### src/rtl/dac_serial_tx.sv
// rtl/dac_serial_tx.sv - multi-channel serial DAC transmitter with per-channel frame sync
module dac_serial_tx #(
    parameter int DATA_W    = 16,
    parameter int CHANNELS  = 2,
    parameter int CLK_DIV   = 2,
    parameter int MSB_FIRST = 1,
    parameter int GAP       = 1
) (
    input  logic                         clk,
    input  logic                         reset,
    input  logic [CHANNELS*DATA_W-1:0]   sample_data,
    input  logic                         sample_valid,
    output logic                         sample_ready,
    output logic                         sclk,
    output logic                         sync_n,
    output logic                         sdata,
    output logic                         busy,
    output logic                         frame_done
);

    localparam int FRAME_W = CHANNELS * DATA_W;
    localparam int BIT_W   = $clog2(DATA_W);
    localparam int CH_W    = (CHANNELS > 1) ? $clog2(CHANNELS) : 1;
    localparam int DIV_W   = (CLK_DIV > 1) ? $clog2(CLK_DIV) : 1;
    // gap is counted in sclk half-periods, so it needs room for 2*GAP steps
    localparam int GAP_W   = $clog2(2 * GAP);

    localparam logic [BIT_W-1:0] BIT_LAST = BIT_W'(DATA_W - 1);
    localparam logic [CH_W-1:0]  CH_LAST  = CH_W'(CHANNELS - 1);
    localparam logic [DIV_W-1:0] DIV_LAST = DIV_W'(CLK_DIV - 1);
    localparam logic [GAP_W-1:0] GAP_LAST = GAP_W'(2 * GAP - 1);

    typedef enum logic [1:0] {
        S_IDLE  = 2'd0,
        S_SHIFT = 2'd1,
        S_GAP   = 2'd2
    } state_t;

    state_t               state;
    logic [FRAME_W-1:0]   shadow;
    logic [CH_W-1:0]      ch_idx;
    logic [BIT_W-1:0]     bit_idx;
    logic [DIV_W-1:0]     div_cnt;
    logic [GAP_W-1:0]     gap_cnt;

    // Serial position idx of channel ch, honouring the shift order
    function automatic logic pick_bit(input logic [FRAME_W-1:0] frame,
                                      input int unsigned ch,
                                      input int unsigned idx);
        int unsigned pos;
        pos = (MSB_FIRST != 0) ? (int'(DATA_W) - 1 - idx) : idx;
        return |((frame >> (ch * int'(DATA_W) + pos)) & FRAME_W'(1));
    endfunction

    assign sample_ready = (state == S_IDLE);

    // Frame sequencer: accept, shift each channel on the divided clock, then gap
    always_ff @(posedge clk or negedge reset) begin
        if (!reset) begin
            state      <= S_IDLE;
            shadow     <= '0;
            ch_idx     <= '0;
            bit_idx    <= '0;
            div_cnt    <= '0;
            gap_cnt    <= '0;
            sclk       <= 1'b1;
            sync_n     <= 1'b1;
            sdata      <= 1'b0;
            busy       <= 1'b0;
            frame_done <= 1'b0;
        end else begin
            frame_done <= 1'b0;
            case (state)
                S_IDLE: begin
                    if (sample_valid) begin
                        shadow  <= sample_data;
                        state   <= S_SHIFT;
                        ch_idx  <= '0;
                        bit_idx <= '0;
                        div_cnt <= '0;
                        sclk    <= 1'b1;
                        sync_n  <= 1'b0;
                        sdata   <= pick_bit(sample_data, 0, 0);
                        busy    <= 1'b1;
                    end
                end
                S_SHIFT: begin
                    if (div_cnt != DIV_LAST) begin
                        div_cnt <= div_cnt + 1'b1;
                    end else begin
                        div_cnt <= '0;
                        if (sclk) begin
                            // mid-bit: falling edge where the DAC samples
                            sclk <= 1'b0;
                        end else begin
                            sclk <= 1'b1;
                            if (bit_idx == BIT_LAST) begin
                                state   <= S_GAP;
                                sync_n  <= 1'b1;
                                sdata   <= 1'b0;
                                gap_cnt <= '0;
                            end else begin
                                bit_idx <= bit_idx + 1'b1;
                                sdata   <= pick_bit(shadow, 32'(ch_idx), 32'(bit_idx) + 1);
                            end
                        end
                    end
                end
                S_GAP: begin
                    if (div_cnt != DIV_LAST) begin
                        div_cnt <= div_cnt + 1'b1;
                    end else begin
                        div_cnt <= '0;
                        if (gap_cnt != GAP_LAST) begin
                            gap_cnt <= gap_cnt + 1'b1;
                        end else if (ch_idx == CH_LAST) begin
                            state      <= S_IDLE;
                            busy       <= 1'b0;
                            frame_done <= 1'b1;
                        end else begin
                            ch_idx  <= ch_idx + 1'b1;
                            bit_idx <= '0;
                            state   <= S_SHIFT;
                            sync_n  <= 1'b0;
                            sdata   <= pick_bit(shadow, 32'(ch_idx) + 1, 0);
                        end
                    end
                end
                default: begin
                    state <= S_IDLE;
                end
            endcase
        end
    end

endmodule

### config.mk
export PLATFORM = sky130hd
export DESIGN_NAME = dac_serial_tx
export DESIGN_NICKNAME = d
export VERILOG_FILES = /design/src/rtl/dac_serial_tx.sv
export SDC_FILE = /design/constraint.sdc
export NUM_CORES = 1
export LEC_CHECK = 0
export BUFFER_PORTS_ARGS = -buffer_cell sky130_fd_sc_hd__buf_2
export CAP_MARGIN = 20
export CORE_ASPECT_RATIO = 0.6
export CORE_UTILIZATION = 55
export CTS_CLUSTER_DIAMETER = 100
export DETAILED_ROUTE_END_ITERATION = 7
export GPL_TIMING_DRIVEN = 1
export HOLD_SLACK_MARGIN = 0.12
export PLACE_DENSITY = 0.89
export REMOVE_ABC_BUFFERS = 1
export SYNTH_ARGS = -nofsm -noshare
export SYNTH_HDL_FRONTEND = slang
export SYNTH_SLANG_ARGS = --single-unit
### constraint.sdc
create_clock -name clk -period 3.07 [get_ports clk]
set_input_delay 0.307 -clock clk [delete_from_list [all_inputs] [get_ports clk]]
set_output_delay 0.307 -clock clk [all_outputs]
set_load 0.01 [all_outputs]
After elaboration in Yosys (flattened, before gate mapping). Cells that the tools add are included.

Flip-flop bits (word level): 46. Input bits: 35.

Add/subtract/negate cells: 9. Equality and inequality tests: 12. Shift operators: 2. Muxes and demuxes: 56. Reduce and logical (&&, ||, !) cells: 17.

Operators with widths (count): 1-bit 2-to-1 mux (34); 32-bit by 32-bit right shift with 1-bit output (1); 32-bit by 7-bit right shift with 1-bit output (1); 4-bit 2-to-1 mux (7); 2-bit != test (second input constant) (9); 8-bit AND reduction (2); 2-bit 2-to-1 mux (6); 4-bit case mux with 3 select lines (1); 1-bit case mux with 2 select lines (5); 5-bit AND reduction (2); 2-bit nonzero test (4); 6-bit by 4-bit adder with 7-bit output (second input constant) (1); 6-bit by 6-bit adder with 7-bit output (1); 7-bit AND reduction (1); 1-bit case mux with 3 select lines (2); 2-bit case mux with 3 select lines (1); 6-bit AND reduction (1); 4-bit by 5-bit subtractor with 6-bit output (first input constant) (1); 4-bit by 1-bit adder with 5-bit output (second input constant) (1); 4-bit by 1-bit adder with 4-bit output (second input constant) (1); 4-bit equality test (second input constant) (1); 2-bit AND reduction (2); 4-bit AND reduction (1); 1-bit adder (second input constant) (3); other kinds (7) (7).

Depth between registers and ports, before layout. Gate-level depths: netlist of the first run.

Word-level depth: 8. Mapped depth: 11.

Worst setup path after synthesis of the first run. No wires, ideal clock.

Path type: flip-flop to flip-flop. Start: register bit_idx[0]. End: register sdata. Data arrival time: 2055 ps. Setup slack: 938 ps. Stages on the path, launching flop included: 12. Period minus slack after synthesis: 2132 ps. Cell sequence: dfrtp_1 > ha_1 > nand3_1 > inv_1 > ha_1 > inv_1 > ha_1 > o211ai_1 > nor3_1 > nand2_1 > nor4_1 > o2bb2ai_1.

Longest elaborated chain between the ends: 8. Elaborated cells on any way between the ends: 9. Classes of those cells: 3 x add/sub; 1 x eq/ne; 1 x shift; 4 x mux.

Ends and longest elaborated chain: from (decl) (RTL line 42) `logic [BIT_W-1:0] bit_idx;`; from (signal assigned) (RTL line 103) `bit_idx <= bit_idx + 1'b1;`; 4-bit by 1-bit adder with 5-bit output (RTL line 104) `sdata <= pick_bit(shadow, 32'(ch_idx), 32'(bit_idx) + 1);`; 4-bit by 5-bit subtractor with 6-bit output (RTL line 51) `pos = (MSB_FIRST != 0) ? (int'(DATA_W) - 1 - idx) : idx;`; 6-bit by 6-bit adder with 7-bit output (RTL line 52) `return |((frame >> (ch * int'(DATA_W) + pos)) & FRAME_W'(1));`; 32-bit by 32-bit right shift with 1-bit output (RTL line 52); 1-bit 2-to-1 mux (*) (RTL line 97) `if (bit_idx == BIT_LAST) begin`; 1-bit 2-to-1 mux (*) (RTL line 92) `if (sclk) begin`; 1-bit 2-to-1 mux (*) (RTL line 88) `if (div_cnt != DIV_LAST) begin`; 1-bit case mux with 3 select lines (*) (RTL line 73) `case (state)`; to (signal assigned) (RTL line 83) `sdata <= pick_bit(sample_data, 0, 0);`; to (signal assigned) (RTL line 104); to (signal assigned) (RTL line 125) `sdata <= pick_bit(shadow, 32'(ch_idx) + 1, 0);`; to (decl) (RTL line 16) `output logic sdata,`.

Every way passes the cells marked *; elsewhere a longest branch is shown, timed or not. The select of a mux whose other input is x is not followed. A chain may end at the register's enable or synchronous reset.

Final worst setup path of the first run.
Start: register bit_idx[1]. End: register sdata.

The elaborated chain is that of the path after synthesis.

==> results.toml, run 1 <==
[setup_path]
slowest_stage = "dfrtp_1"
cp.required_ns = 3.30
timing.rr.end = "sdata$_DFFE_PN0P_"
slowest_delay_ns = 0.40
critPathLaunchType = "register"
crit_top_cell = "ha_1"
rr_worst_depth = 11
worst-path-buf-inv = 2
crit_family = "simple AND/OR/NAND/NOR gates"
cp_cell_sequence = "ha_1 -> nand3_1 -> inv_1 -> ha_1 -> inv_1 -> ha_1 -> o211ai_1 -> nor3_1 -> nand2_1 -> nor4_1 -> o2bb2ai_1"
r2r_slack_ns = 0.71
crit_fanout = 6
r2r-start = "bit_idx[1]$_DFFE_PN0P_"
cp.arrival_ns = 2.59
crit_type = "register to register"
end_kind = "register"

[clocking]
post_cts_buffers = 0
clk_pin_slew_worst_paths_ns = 0.08
root_buffer = "clkbuf_8"
htree_levels = 2
cts_resized = 0
cts_buffer_depth = 2
clkLatencyLatePin_ns = 0.30
cts-buffers-inserted = 5
cts_tree = "done"
cts_sinks = 46

[global_route]
grt_pass1_vias = 1546
overflow = 0
gr-usage-all-layers_pct = 22.8
grt_pass1_wl_um = 7350
antenna_found_initial = 0
grt_max_degree = 47

[timing]
fmax_mhz = 423
fin_skew_ns = 0.00348
hold_slack_ns = 0.235
relSlewSlack_pct = 64.9
period_share_pct = 77.0
final-setup-viol-count = 0
final-max-slew-violation-count = 0
finalHoldViolCount = 0
layout_min_cycle_time_ns = 2.36
setup_tns_ns = 0
rsz0062_at_grt = "false"
layout_setup_ws_ns = 0.705
tightestPinTransition_ns = 0.527

[logic_synthesis]
yosys_most_used_dff = "dfrtp_1"
yosys-top-cells-area = "dfrtp_1 (47%), mux2_2 (16%), mux4_2 (4.8%)"
synthArstFlopShare_pct = 100
ys_seq_area_share_pct = 49.5
ys_types = 37
synth-seq-cells = 46
netlist_area_um2 = 2330
synth_edf_count = 0
synth_area_per_cell_um2 = 12.7
synth_top_area_share_pct = 47.3
synth_top_area_cell = "dfrtp_1"
syn_inst = 184
ys_warn_count = 0

[detailed_routing]
ant_nets = 0
drc = 0
vias = 1623
avgRoutedWirePerCell_um = 15.8
dr.pass1.iters = 4
wl_um = 4490
vias_per_cell = 5.71
drtIter0Drc = 162

[worst_hold_path]
min_to = "shadow[27]$_DFFE_PN0P_"
hp-class = "input port to register"
hold_path.startpoint = "sample_data[27]"
whs_path_depth = 2

[die]
die_height_um = 52.4
core_um2 = 3850
die_width_um = 86.0
io_pins = 41
initial_core_util_pct = 60.5
rows = 17
dieArea_um2 = 4510

[cells_and_area]
mostFrequentLayoutCells = "dfrtp_1 (44), buf_2 (40), mux2_2 (33)"
area_delta_synth_final_pct = 15.5
drive_gt1_share_pct = 41.9
multiInputGateArea_um2 = 1100
design_area_um2 = 2690
diodes = 0
final_common_cell = "dfrtp_1"
nNetsFinal = 270
seqCellArea_um2 = 1150
nFillCells = 287

[run]
drv_cap = 0

[power_and_ir_drop]
power.density_nw_per_um2 = 955
irDropWorstVdd_mv = 0.427
p_leak_uw = 0.00121
total_power_uw = 2570

[placement]
io_buffers = 40
dp_slack_ns = 0.744
dpl.hpwl_um = 3240
gp_congestion = 0.844
dpl_cell_area_um2 = 2580

[run_status]
status = "completed"
[per-stage QoR]
stage | std cells | util [%]
2_1_floorplan | 177 | -
4_1_cts | 282 | 69.1
3_3_place_gp | 276 | 67.0
5_1_grt | 284 | 69.9
3_5_place_dp | 276 | 67.0
6_report | 284 | 69.9
[metal layers]
layer  routed length [um]  vias to the layer above  global-route usage, %
met4                   63                        0                   9.72
met5                    0                        -                      0
met3                  282                       10                   5.98
met2                 2060                       52                   34.4
li1                     -                      759                      -
met1                 2080                      802                   31.6
[final cells by class]
type / instances / share of cell area [%]
clock buffers: 6 / 3.07
inverters: 10 / 1.39
multi-input cells: 121 / 40.9
flip-flops and latches: 46 / 42.9
well taps: 57 / 2.65
repair buffers: 44 / 9.11
[Yosys cell counts, drive strengths merged, types with 2 or more instances]
master,count
dfrtp,44
mux2,33
o21ai,12
nand2,11
inv,10
a21oi,9
mux4,9
nand3,8
ha,7
nor2,6
buf,5
nor3,5
a22o,3
nand2b,3
clkbuf,2
dfstp,2
xnor2,2
[registers in the layout, indices dropped and copies added (netlist names)]
register,cells
div_cnt,1
sync_n,1
shadow,32
gap_cnt,1
sdata,1
state,2
sclk,1
bit_idx,4
busy,1
ch_idx,1
frame_done,1
[cells by family after synthesis]
kind of cell	share of synthesized area (%)
adders and majority gates	3.76
muxes	25.7
and+or+nand+nor	8.38
AOI/OAI and AO/OA	8.32
xor gates and xnor gates	1.07
DFF	49.5
buffers and inverters	3.22
[worst max-delay path by stage]
| stage | start | to | depth (start not counted) |
|---|---|---|---|
| 2_1_floorplan | bit_idx[0]$_DFFE_PN0P_ | sdata$_DFFE_PN0P_ | 11 |
| 3_3_place_gp | bit_idx[1]$_DFFE_PN0P_ | sdata$_DFFE_PN0P_ | 11 |
| 3_5_place_dp | bit_idx[1]$_DFFE_PN0P_ | sdata$_DFFE_PN0P_ | 11 |
| 4_1_cts | bit_idx[1]$_DFFE_PN0P_ | sdata$_DFFE_PN0P_ | 11 |
| 5_1_grt | bit_idx[1]$_DFFE_PN0P_ | sdata$_DFFE_PN0P_ | 11 |
| 6_report | bit_idx[1]$_DFFE_PN0P_ | sdata$_DFFE_PN0P_ | 11 |
[timing repair]
action	4_1_cts	5_1_grt
hold endpoints to repair	0	8
endpoints found under the setup margin	0	0
hold buffers	0	1
[power by group]
group / total, uW / switching, uW / internal (uW)
Clock: 364 / 191 / 174
Combinational: 1160 / 532 / 626
Sequential: 1050 / 170 / 877
Total: 2570 / 893 / 1680
No activity file was read; power rests on OpenSTA's default activity.
==> run 2, diff against run 1 <==
Clock period 3.07 ns to 2.2 ns, I/O delays scaled along.
==> results.toml, run 2 (synthesis results as in run 1) <==
[run_status]
status = "completed"

[detailed_routing]
ant_nets = 0
drtIter0Drc = 168
vias_per_cell = 5.74
vias = 1705
dr.pass1.iters = 4
wl_um = 5260
drc = 0
avgRoutedWirePerCell_um = 17.7

[timing]
fin_skew_ns = 0.00940
layout_setup_ws_ns = 0.0172
layout_min_cycle_time_ns = 2.18
hold_slack_ns = 0.142
fmax_mhz = 458
final-setup-viol-count = 0
period_share_pct = 99.2
relSlewSlack_pct = 57.6
finalHoldViolCount = 0
rsz0062_at_grt = "true"
tightestPinTransition_ns = 0.636
final-max-slew-violation-count = 0

[cells_and_area]
drive_gt1_share_pct = 46.7
area_delta_synth_final_pct = 20.4
final_common_cell = "dfrtp_1"
nNetsFinal = 281
multiInputGateArea_um2 = 1120
final_cells = 297
reg_top3 = "shadow: 32 flops, bit_idx: 4 flops, state: 2 flops"
seqCellArea_um2 = 1150
top_register = "shadow"
mostFrequentLayoutCells = "dfrtp_1 (44), buf_2 (40), mux2_2 (33)"
design_area_um2 = 2810
nFillCells = 249
diodes = 0
largest_register_ffs = 32

[die]
io_pins = 41
dieArea_um2 = 4510
die_height_um = 52.4
initial_core_util_pct = 60.5
rows = 17
core_um2 = 3850
die_width_um = 86.0

[global_route]
antenna_found_initial = 0
grt_pass1_vias = 1604
overflow = 0
grt_pass1_wl_um = 8050
gr-usage-all-layers_pct = 25.1
grt_max_degree = 34

[placement]
dp_slack_ns = 0.0122
place_inst = 285
dpl.hpwl_um = 3720
dpl_cell_area_um2 = 2660
gp_congestion = 0.843
io_buffers = 40

[clocking]
clk_pin_slew_worst_paths_ns = 0.09
cts_tree = "done"
clkLatencyLatePin_ns = 0.30
cts_buffer_depth = 2
cts-buffers-inserted = 5
root_buffer = "clkbuf_8"
cts_sinks = 46
htree_levels = 2

[setup_path]
crit_type = "register to register"
end_kind = "register"
cp.required_ns = 2.40
r2r_slack_ns = 0.02
critPathLaunchType = "register"
timing.rr.end = "sdata$_DFFE_PN0P_"
cp.arrival_ns = 2.38
r2r-start = "bit_idx[1]$_DFFE_PN0P_"
crit_fanout = 6
rr_worst_depth = 6

[power_and_ir_drop]
p_leak_uw = 0.00127
irDropWorstVdd_mv = 0.777
power.density_nw_per_um2 = 1370

[worst_hold_path]
hold_path.startpoint = "sample_data[3]"
min_to = "shadow[3]$_DFFE_PN0P_"
hp-class = "input port to register"
whs_path_depth = 2

[run]
drv_cap = 0
[run 2: metrics by stage]
stage               utilization, %  power (uW)  setup TNS [ns]
floorplan                        -        2650          -0.149
global placement              69.1        3090               0
detailed placement            69.1        3200               0
CTS                           71.7        3740               0
global route                  72.9        4050         -0.0605
finish                        72.9        3840               0
[run 2: metal layers]
layer  wire length [um]  track usage (%)  part of all wire [%]  vias up
met5                  0                0                     0        -
met1               2310             35.3                    44      822
met2               2440             39.0                    46       83
met4                 70             7.78                   1.3        0
li1                   -                -                     -      792
met3                436             6.30                   8.3        8
[run 2: where the power goes]
part           total, uW  switching [uW]  internal (uW)  leakage, uW
Combinational       1790             805            988     0.000668
Clock                536             282            254    0.0000482
Sequential          1510             284           1230     0.000551
Total               3840            1370           2470      0.00127
[run 2: worst max-delay path by stage]
stage	from	endpoint	slack, ns	cells after the start
after floorplan	bit_idx[0]$_DFFE_PN0P_	sdata$_DFFE_PN0P_	-0.15	11
after global placement	bit_idx[1]$_DFFE_PN0P_	sdata$_DFFE_PN0P_	0.13	6
after detailed placement	bit_idx[1]$_DFFE_PN0P_	sdata$_DFFE_PN0P_	0.01	6
after CTS	bit_idx[1]$_DFFE_PN0P_	sdata$_DFFE_PN0P_	0.0007	11
after global routing	bit_idx[1]$_DFFE_PN0P_	sdata$_DFFE_PN0P_	-0.05	11
final	bit_idx[1]$_DFFE_PN0P_	sdata$_DFFE_PN0P_	0.02	6
[run 2: layout make-up]
type | instances | share of cell area, %
multi-input cells | 121 | 39.9
repair buffers | 55 | 11.8
flip-flops and latches | 46 | 41.1
well taps | 57 | 2.54
clock buffers | 7 | 3.08
inverters | 10 | 1.34
clock inverters | 1 | 0.178
[run 2: timing repair]
item                                    4_1_cts  5_1_grt
hold endpoints to repair                     24        0
gates resized for setup                       0        7
setup buffers                                 0        3
hold buffers                                  1        0
endpoints found under the setup margin        0        2
[run 2: critical path: stages, from the launching register on]
cell and delay (ns):
dfrtp_1 0.41, ha_2 0.41, mux4_2 0.30, mux4_2 0.49, and3b_1 0.22, nor3_2 0.16, o2bb2ai_1 0.09
==> run 3, diff against run 2 <==
Settings changed: PLACE_DENSITY 0.89 to 0.79.
==> results.toml, run 3 (synthesis results as in run 1) <==
[timing]
layout_min_cycle_time_ns = 2.22
fin_skew_ns = 0.00336
hold_slack_ns = 0.150
layout_setup_ws_ns = -0.0163
relSlewSlack_pct = 71.4
finalHoldViolCount = 0
final-max-slew-violation-count = 0
tightestPinTransition_ns = 0.429
period_share_pct = 101
rsz0062_at_grt = "true"
final-setup-viol-count = 1
fmax_mhz = 451

[detailed_routing]
wl_um = 5430
drtIter0Drc = 135
vias = 1765
avgRoutedWirePerCell_um = 18.2
ant_nets = 0
dr.pass1.iters = 4
drc = 0
vias_per_cell = 5.90

[power_and_ir_drop]
irDropWorstVdd_mv = 0.731
pwr-share-seq_pct = 38.0
power_frac_comb_pct = 46.3
power_frac_clock_pct = 15.6
power.density_nw_per_um2 = 1390
switchingPower_uw = 1390
swShare_pct = 35.2
p_leak_uw = 0.00128
total_power_uw = 3940
intPower_uw = 2550

[cells_and_area]
nNetsFinal = 283
final_common_cell = "dfrtp_1"
top_register = "shadow"
design_area_um2 = 2830
mostFrequentLayoutCells = "dfrtp_1 (44), buf_2 (40), mux2_2 (33)"
drive_gt1_share_pct = 46.7
diodes = 0
reg_top3 = "shadow: 32 flops, bit_idx: 4 flops, state: 2 flops"
largest_register_ffs = 32
area_delta_synth_final_pct = 21.6

[global_route]
grt_pass1_wl_um = 8630
gr-usage-all-layers_pct = 26.2
grt_pass1_vias = 1835
antenna_found_initial = 0
grt_max_degree = 47
overflow = 0

[setup_path]
cp.arrival_ns = 2.44
cp_cell_sequence = "ha_2 -> nand3_1 -> inv_2 -> ha_1 -> inv_1 -> ha_1 -> o211ai_1 -> nor3_2 -> and3b_1 -> nor3_2 -> o2bb2ai_1"
cp.required_ns = 2.43
crit_family = "simple AND/OR/NAND/NOR gates"
worst-path-buf-inv = 2
end_kind = "register"
crit_type = "register to register"
crit_fanout = 4
critPathLaunchType = "register"
slowest_stage = "dfrtp_1"
slowest_delay_ns = 0.39

[placement]
gp_congestion = 0.848
io_buffers = 40
dpl_cell_area_um2 = 2650
dpl.hpwl_um = 3810

[die]
io_pins = 41
die_height_um = 52.4
initial_core_util_pct = 60.5
core_um2 = 3850
rows = 17
dieArea_um2 = 4510
die_width_um = 86.0

[run_status]
violations = "negative setup slack"
status = "finished, violations left"

[clocking]
cts_tree = "done"
clkLatencyLatePin_ns = 0.30
cts_buffer_depth = 2
clk_pin_slew_worst_paths_ns = 0.08
cts_sinks = 46
htree_levels = 2
cts-buffers-inserted = 5
root_buffer = "clkbuf_8"

[run]
drv_cap = 0

[worst_hold_path]
hp-class = "input port to register"
## run 3: final cells by class
class	instances	area (um2)
inverter	10	37.5
multi-input combinational	121	1120
sequential	46	1150
clock inverter	1	30.0
tap	57	71.3
timing repair buffer	57	343
clock buffer	7	76.3
fill	255	1020
## run 3: worst paths after layout
kind,startpoint,end,slack (ns),depth (start not counted)
setup / recovery,bit_idx[1]$_DFFE_PN0P_,sdata$_DFFE_PN0P_,-0.02,11
hold / removal,sample_data[0],shadow[0]$_DFFE_PN0P_,0.15,2
setup reg to reg,bit_idx[1]$_DFFE_PN0P_,sdata$_DFFE_PN0P_,-0.02,11
hold reg to reg,shadow[25]$_DFFE_PN0P_,shadow[25]$_DFFE_PN0P_,0.51,1
max in group asynchronous,reset,sclk$_DFFE_PN1P_,1.13,4
min in group asynchronous,reset,shadow[27]$_DFFE_PN0P_,0.39,2
## run 3: per-stage QoR
step	TNS (ns)	std cells	setup WS [ns]	util (%)
after floorplan	-0.149	177	-0.149	-
after CTS	0	296	0.0108	72.5
after global routing	-0.109	299	-0.109	73.6
after global placement	0	286	0.121	68.9
after detailed placement	-0.131	286	-0.131	68.9
final	-0.0163	299	-0.0163	73.6
## run 3: power by group through the flow
stage	Combinational (uW)	Sequential, uW	Clock, uW
2_1_floorplan	1240	1410	0
3_3_place_gp	1620	1470	0
3_5_place_dp	1730	1500	0
4_1_cts	1770	1480	622
5_1_grt	1960	1540	666
6_report	1830	1500	616
## run 3: what timing repair did
action,4_1_cts,5_1_grt
cloned,0,0
pin swaps,0,3
setup endpoints to repair,1,4
hold buffers,1,0
endpoints found under the hold margin,44,0
buffers inserted,1,2
gates resized for setup,4,1
## run 3: metal layers
layer | global-route usage [%] | up-vias | part of all wire (%)
met5 | 0 | - | 0
met4 | 13.1 | 0 | 3.2
met3 | 7.24 | 24 | 6.8
met2 | 41.9 | 92 | 48
met1 | 33.4 | 861 | 42
li1 | - | 788 | -
